==> src/rtl/lieat_exu_fpu_wbq.sv <==
// rtl/lieat_exu_fpu_wbq.sv - FPU writeback queue with pending-destination hazard lookup
`ifndef XLEN
`define XLEN 32
`endif
`ifndef REG_IDX
`define REG_IDX 5
`endif

module lieat_exu_fpu_wbq #(
    parameter int DEPTH = 4
) (
    input  logic                      clock,
    input  logic                      reset,
    input  logic                      flush_req,
    input  logic                      wbq_i_valid,
    output logic                      wbq_i_ready,
    input  logic [`XLEN-1:0]          wbq_i_pc,
    input  logic                      wbq_i_wen,
    input  logic [`REG_IDX-1:0]       wbq_i_rd,
    input  logic [`XLEN-1:0]          wbq_i_data,
    output logic                      wbq_o_valid,
    input  logic                      wbq_o_ready,
    output logic [`XLEN-1:0]          wbq_o_pc,
    output logic                      wbq_o_wen,
    output logic [`REG_IDX-1:0]       wbq_o_rd,
    output logic [`XLEN-1:0]          wbq_o_data,
    output logic [$clog2(DEPTH):0]    wbq_count,
    input  logic [`REG_IDX-1:0]       hzd_rs1,
    input  logic [`REG_IDX-1:0]       hzd_rs2,
    output logic                      hzd_rs1_hit,
    output logic                      hzd_rs2_hit
);

    localparam int AW = $clog2(DEPTH);
    localparam int CW = AW + 1;

    logic [`XLEN-1:0]    pc_q   [DEPTH];
    logic [`XLEN-1:0]    data_q [DEPTH];
    logic [`REG_IDX-1:0] rd_q   [DEPTH];
    logic [DEPTH-1:0]    wen_q;
    logic [DEPTH-1:0]    vld_q;

    logic [AW-1:0] wr_ptr;
    logic [AW-1:0] rd_ptr;
    logic [CW-1:0] count;

    logic enq;
    logic deq;
    logic rs1_match;
    logic rs2_match;

    // Ready and valid come only from registered occupancy, so a full queue
    // never accepts even when the head drains in the same cycle.
    assign wbq_i_ready = (count != CW'(DEPTH));
    assign wbq_o_valid = (count != '0);
    assign enq         = wbq_i_valid & wbq_i_ready;
    assign deq         = wbq_o_valid & wbq_o_ready;

    assign wbq_o_pc   = pc_q[rd_ptr];
    assign wbq_o_wen  = wen_q[rd_ptr];
    assign wbq_o_rd   = rd_q[rd_ptr];
    assign wbq_o_data = data_q[rd_ptr];
    assign wbq_count  = count;

    always_ff @(posedge clock) begin
        if (reset) begin
            wr_ptr <= '0;
            rd_ptr <= '0;
            count  <= '0;
            vld_q  <= '0;
            wen_q  <= '0;
            for (int i = 0; i < DEPTH; i++) begin
                pc_q[i]   <= '0;
                data_q[i] <= '0;
                rd_q[i]   <= '0;
            end
        end else if (flush_req) begin
            // Payload fields are left stale; only bookkeeping is dropped.
            wr_ptr <= '0;
            rd_ptr <= '0;
            count  <= '0;
            vld_q  <= '0;
        end else begin
            if (enq) begin
                pc_q[wr_ptr]   <= wbq_i_pc;
                data_q[wr_ptr] <= wbq_i_data;
                rd_q[wr_ptr]   <= wbq_i_rd;
                wen_q[wr_ptr]  <= wbq_i_wen;
                vld_q[wr_ptr]  <= 1'b1;
                wr_ptr         <= wr_ptr + AW'(1);
            end
            if (deq) begin
                vld_q[rd_ptr] <= 1'b0;
                rd_ptr        <= rd_ptr + AW'(1);
            end
            case ({enq, deq})
                2'b10:   count <= count + CW'(1);
                2'b01:   count <= count - CW'(1);
                default: count <= count;
            endcase
        end
    end

    // Only committed entries are searched; the in-flight input is not.
    always_comb begin
        rs1_match = 1'b0;
        rs2_match = 1'b0;
        for (int i = 0; i < DEPTH; i++) begin
            if (vld_q[i] && wen_q[i] && (rd_q[i] == hzd_rs1)) rs1_match = 1'b1;
            if (vld_q[i] && wen_q[i] && (rd_q[i] == hzd_rs2)) rs2_match = 1'b1;
        end
    end

    assign hzd_rs1_hit = rs1_match & (hzd_rs1 != '0);
    assign hzd_rs2_hit = rs2_match & (hzd_rs2 != '0);

endmodule

==> config.mk <==
export PLATFORM = sky130hd
export DESIGN_NAME = lieat_exu_fpu_wbq
export DESIGN_NICKNAME = d
export VERILOG_FILES = /design/src/rtl/lieat_exu_fpu_wbq.sv
export SDC_FILE = /design/constraint.sdc
export NUM_CORES = 1
export LEC_CHECK = 0
export BUFFER_PORTS_ARGS = -buffer_cell sky130_fd_sc_hd__buf_2
export CORE_MARGIN = 1.5
export CORE_UTILIZATION = 60
export CTS_BUF_LIST = sky130_fd_sc_hd__clkbuf_2 sky130_fd_sc_hd__clkbuf_4 sky130_fd_sc_hd__clkbuf_8
export CTS_CLUSTER_SIZE = 12
export DETAILED_ROUTE_END_ITERATION = 7
export PLACE_DENSITY = 0.82
export SLEW_MARGIN = 20
export SYNTH_ARGS = -nofsm -noshare
export SYNTH_HDL_FRONTEND = slang
export SYNTH_SLANG_ARGS = --single-unit
==> constraint.sdc <==
create_clock -name clock -period 5.8 [get_ports clock]
set_input_delay 0.29 -clock clock [delete_from_list [all_inputs] [get_ports clock]]
set_output_delay 0.29 -clock clock [all_outputs]
set_load 0.05 [all_outputs]
==> run summary <==
- **length of the first detailed-routing pass in iterations** 5
- **uppermost layer routed** met4
- **Period Utilization, post-route** 0.569
- **FMAX** 303 MHz
- **final non-filler cell area** 15100 µm²
- **number of cells traversed by the worst hold path** 2
- **first-iteration detailed-routing DRC count** 431
- **fraction of layout instances using a drive strength above 1** 0.309
- **crit path launch type** register
- **share of the synthesized area in the top cell type** 0.627
- **number of enable flip-flop cells after synthesis** 276
- **pin slew with the least headroom to its limit** 1.07 ns
- **gate count after technology mapping** 838
- **average cell area after synthesis** 15.8 µm²
- **quantity of I/O buffers inserted on ports** 161
- **worst r2r path cells** 5
- **# fillers** 1432
- **area of the mapped netlist** 13200 µm²
- **global route total overflow** 0
- **leading cell types by total area after synthesis** edfxtp_1 (63%), and2_1 (13%), mux4_2 (12%), dfxtp_1 (2.6%), xor2_1 (2.3%)
- **Synth Warn #** 0
- **net count after synthesis** 933
- **worst-case vdd ir drop** 0.201 mV
- **min Tclk post-route** 3.30 ns
- **required time of the worst setup path** 5.51 ns
- **total clock buffers created by CTS** 47
- **remaining max-slew budget at the tightest pin** 0.287
- **post-synthesis register bit count** 293
- **ratio of total power to cell area** 300 nW/µm²
- **Die Span Y** 151 µm
- **crit path setup slack, layout** 2.50 ns
- **max-cap violation count** 0
- **worst hold slack** 0.0302 ns
- **sequential area share after synthesis** 0.653
- **number of antenna violations at the first check in global routing** 2
- **Syn-to-layout area delta** 14.3%
- **Post-Place Worst Slack** 2.18 ns
- **post-route ant nets** 0
- **ports placed on the boundary** 162
- **Max Root-Sink Buffers** 3
- **Num Clock Sinks** 293
- **H-tree levels** 2
- **final number of hold-violating endpoints** 0
- **RSZ-0062 raised after global routing** false
- **final-layout setup total negative slack** 0 ns
- **area of the core region** 21700 µm²
- **# DRC** 0
- **Area after DPL** 14200 µm²
- **crit path kind** register to output port
- **fraction of synthesis flops using an asynchronous set or reset pin** 0
- **GRT Util Overall** 0.236
- **number of hold buffers added after cts** 0
- **number of post-CTS setup repair buffers** 0
- **register area** 8640 µm²
- **total via count after detailed routing** 7268
- **max-slew violation total from the final report** 0
- **starting utilization of the core area** 0.609
- **die outline width** 151 µm
- **Final Power** 0.00453 W
- **final-report setup violation count** 0
- **type of the tightest min-delay check** input pin to register
- **Placer Congestion** 0.878
- **commonest cells in the synthesized netlist** and2_1 (277), edfxtp_1 (276), mux4_2 (70), xor2_1 (34), clkbuf_1 (28)
- **WL met1** 10700 µm
- **root buffer cell** clkbuf_8
- **leading area contributor after synthesis** edfxtp_1
- **number of global-route vias before repair** 7553
- **wire length reported by the detailed router** 26300 µm
- **Critical Path AT** 3.01 ns
- **post-synthesis cell type count** 33
- **Std-Cell Rows** 54
- **outcome** complete, no violations
- **largest fanout on the critical path** 45
- **leakage** 5.77 nW
- **Layout Skew** 0.0165 ns
- **cells resized by post-CTS repair** 0
- **final HPWL from detailed placement** 15300 µm
- **area of the die** 22900 µm²
- **Clk Latency, worst-skew pair** 0.56 ns
- **TritonCTS clock tree** built
- **global-route wire length before repair** 40200 µm
- **most frequently used cell type in the post-synthesis netlist** and2_1
- **Multi-input gate area** 4320 µm²
- **via-per-instance ratio** 5.54
- **Routed met2 length** 13500 µm
- **clock input transition at the sequential cells of the worst setup and hold paths** 0.06 ns
- **largest net degree at the start of global routing** 71
- **WL/cell** 20.1 µm
- **met3 layer wire length in the routed design** 1560 µm
- **endpoint kind of the worst setup timing path** output port
- **nets@finish** 1092
- **top_reg_cell synth** edfxtp_1
-- placed cells by master, fill, tap and decap left out --
| cell | instances |
|---|---|
| ha_1 | 9 |
| edfxtp_1 | 276 |
| clkbuf_4 | 15 |
| or2_0 | 1 |
| nand3_1 | 4 |
| nor4_1 | 8 |
| xnor2_1 | 10 |
| buf_16 | 1 |
| and2_1 | 277 |
| or3_4 | 1 |
| inv_6 | 1 |
| a211oi_1 | 4 |
| nand4_1 | 10 |
| xor2_1 | 34 |
| bufinv_16 | 1 |
| buf_4 | 6 |
| or3_1 | 2 |
| a21oi_1 | 12 |
| nor3b_2 | 1 |
| o21a_1 | 2 |
| mux4_2 | 70 |
| nor3_4 | 3 |
| nor3_1 | 1 |
| fa_1 | 1 |
| nand2_1 | 10 |
| clkinvlp_4 | 2 |
| inv_1 | 10 |
| nor2_4 | 2 |
| buf_2 | 161 |
| dfxtp_4 | 2 |
| clkinv_1 | 14 |
| o21ai_0 | 1 |
| clkbuf_8 | 48 |
| diode_2 | 3 |
| dfxtp_1 | 15 |
| or4_1 | 2 |
| or2_4 | 3 |
| a31o_4 | 1 |
| nor2_1 | 8 |
-- metrics by stage --
| stage | util | instances |
|---|---|---|
| floorplan | - | 838 |
| global placement | 0.654 | 1227 |
| detailed placement | 0.654 | 1227 |
| CTS | 0.695 | 1308 |
| global route | 0.696 | 1310 |
| finish | 0.696 | 1312 |
-- power breakdown --
group | internal (W) | switching, W
Clock | 0.000905 | 0.000765
Combinational | 0.000132 | 0.000286
Sequential | 0.00241 | 0.0000387
-- final timing paths --
kind	startpoint	to	slack (ns)
setup / recovery	register	wbq_o_pc[21]	2.50
hold / removal	reset	wen_q[2]$_SDFFE_PP0P_	0.03
setup reg to reg	wbq_count[2]$_SDFFE_PP0P_	pc_q[0][26]$_SDFFCE_PN0P_	2.76
hold reg to reg	wbq_count[2]$_SDFFE_PP0P_	wbq_count[2]$_SDFFE_PP0P_	0.52
-- worst max-delay path, stage by stage (launching register included) --
cell and delay [ns]:
dfxtp_4 0.97, buf_4 0.58, mux4_2 0.62, buf_2 0.24
-- layout make-up --
type,count,share of cell area
multi-input cells,477,0.286
flip-flops and latches,293,0.572
diodes,3,0.000497
repair buffers,168,0.0582
clock inverters,18,0.00704
inverters,10,0.00249
well taps,280,0.0232
clock buffers,63,0.0512
-- state kept, by name, summed over array words and instances, names as in the netlist, named ones only --
register,count
rd_q,20
wen_q,4
vld_q,4
wbq_count,3
data_q,128
rd_ptr,2
pc_q,128
wr_ptr,2
-- routing by layer --
layer | global-route usage | vias to the layer above
met5 | 0 | -
met4 | 0.0830 | 0
met3 | 0.0419 | 47
met2 | 0.401 | 221
met1 | 0.306 | 3614
li1 | - | 3386
-- cells by family (layout without fill, tap and decap cells) --
| logic type | Yosys count | count (layout) | synth area share |
|---|---|---|---|
| AOI/OAI and AO/OA | 20 | 20 | 0.00899 |
| xor gates and xnor gates | 44 | 44 | 0.0292 |
| adders and majority gates | 10 | 10 | 0.0100 |
| buffers and inverters | 68 | 259 | 0.0225 |
| DFF | 293 | 293 | 0.653 |
| muxes | 70 | 70 | 0.119 |
| other | 0 | 3 | 0 |
| and+or+nand+nor | 333 | 333 | 0.157 |
Power figures use the tool's default switching activity.
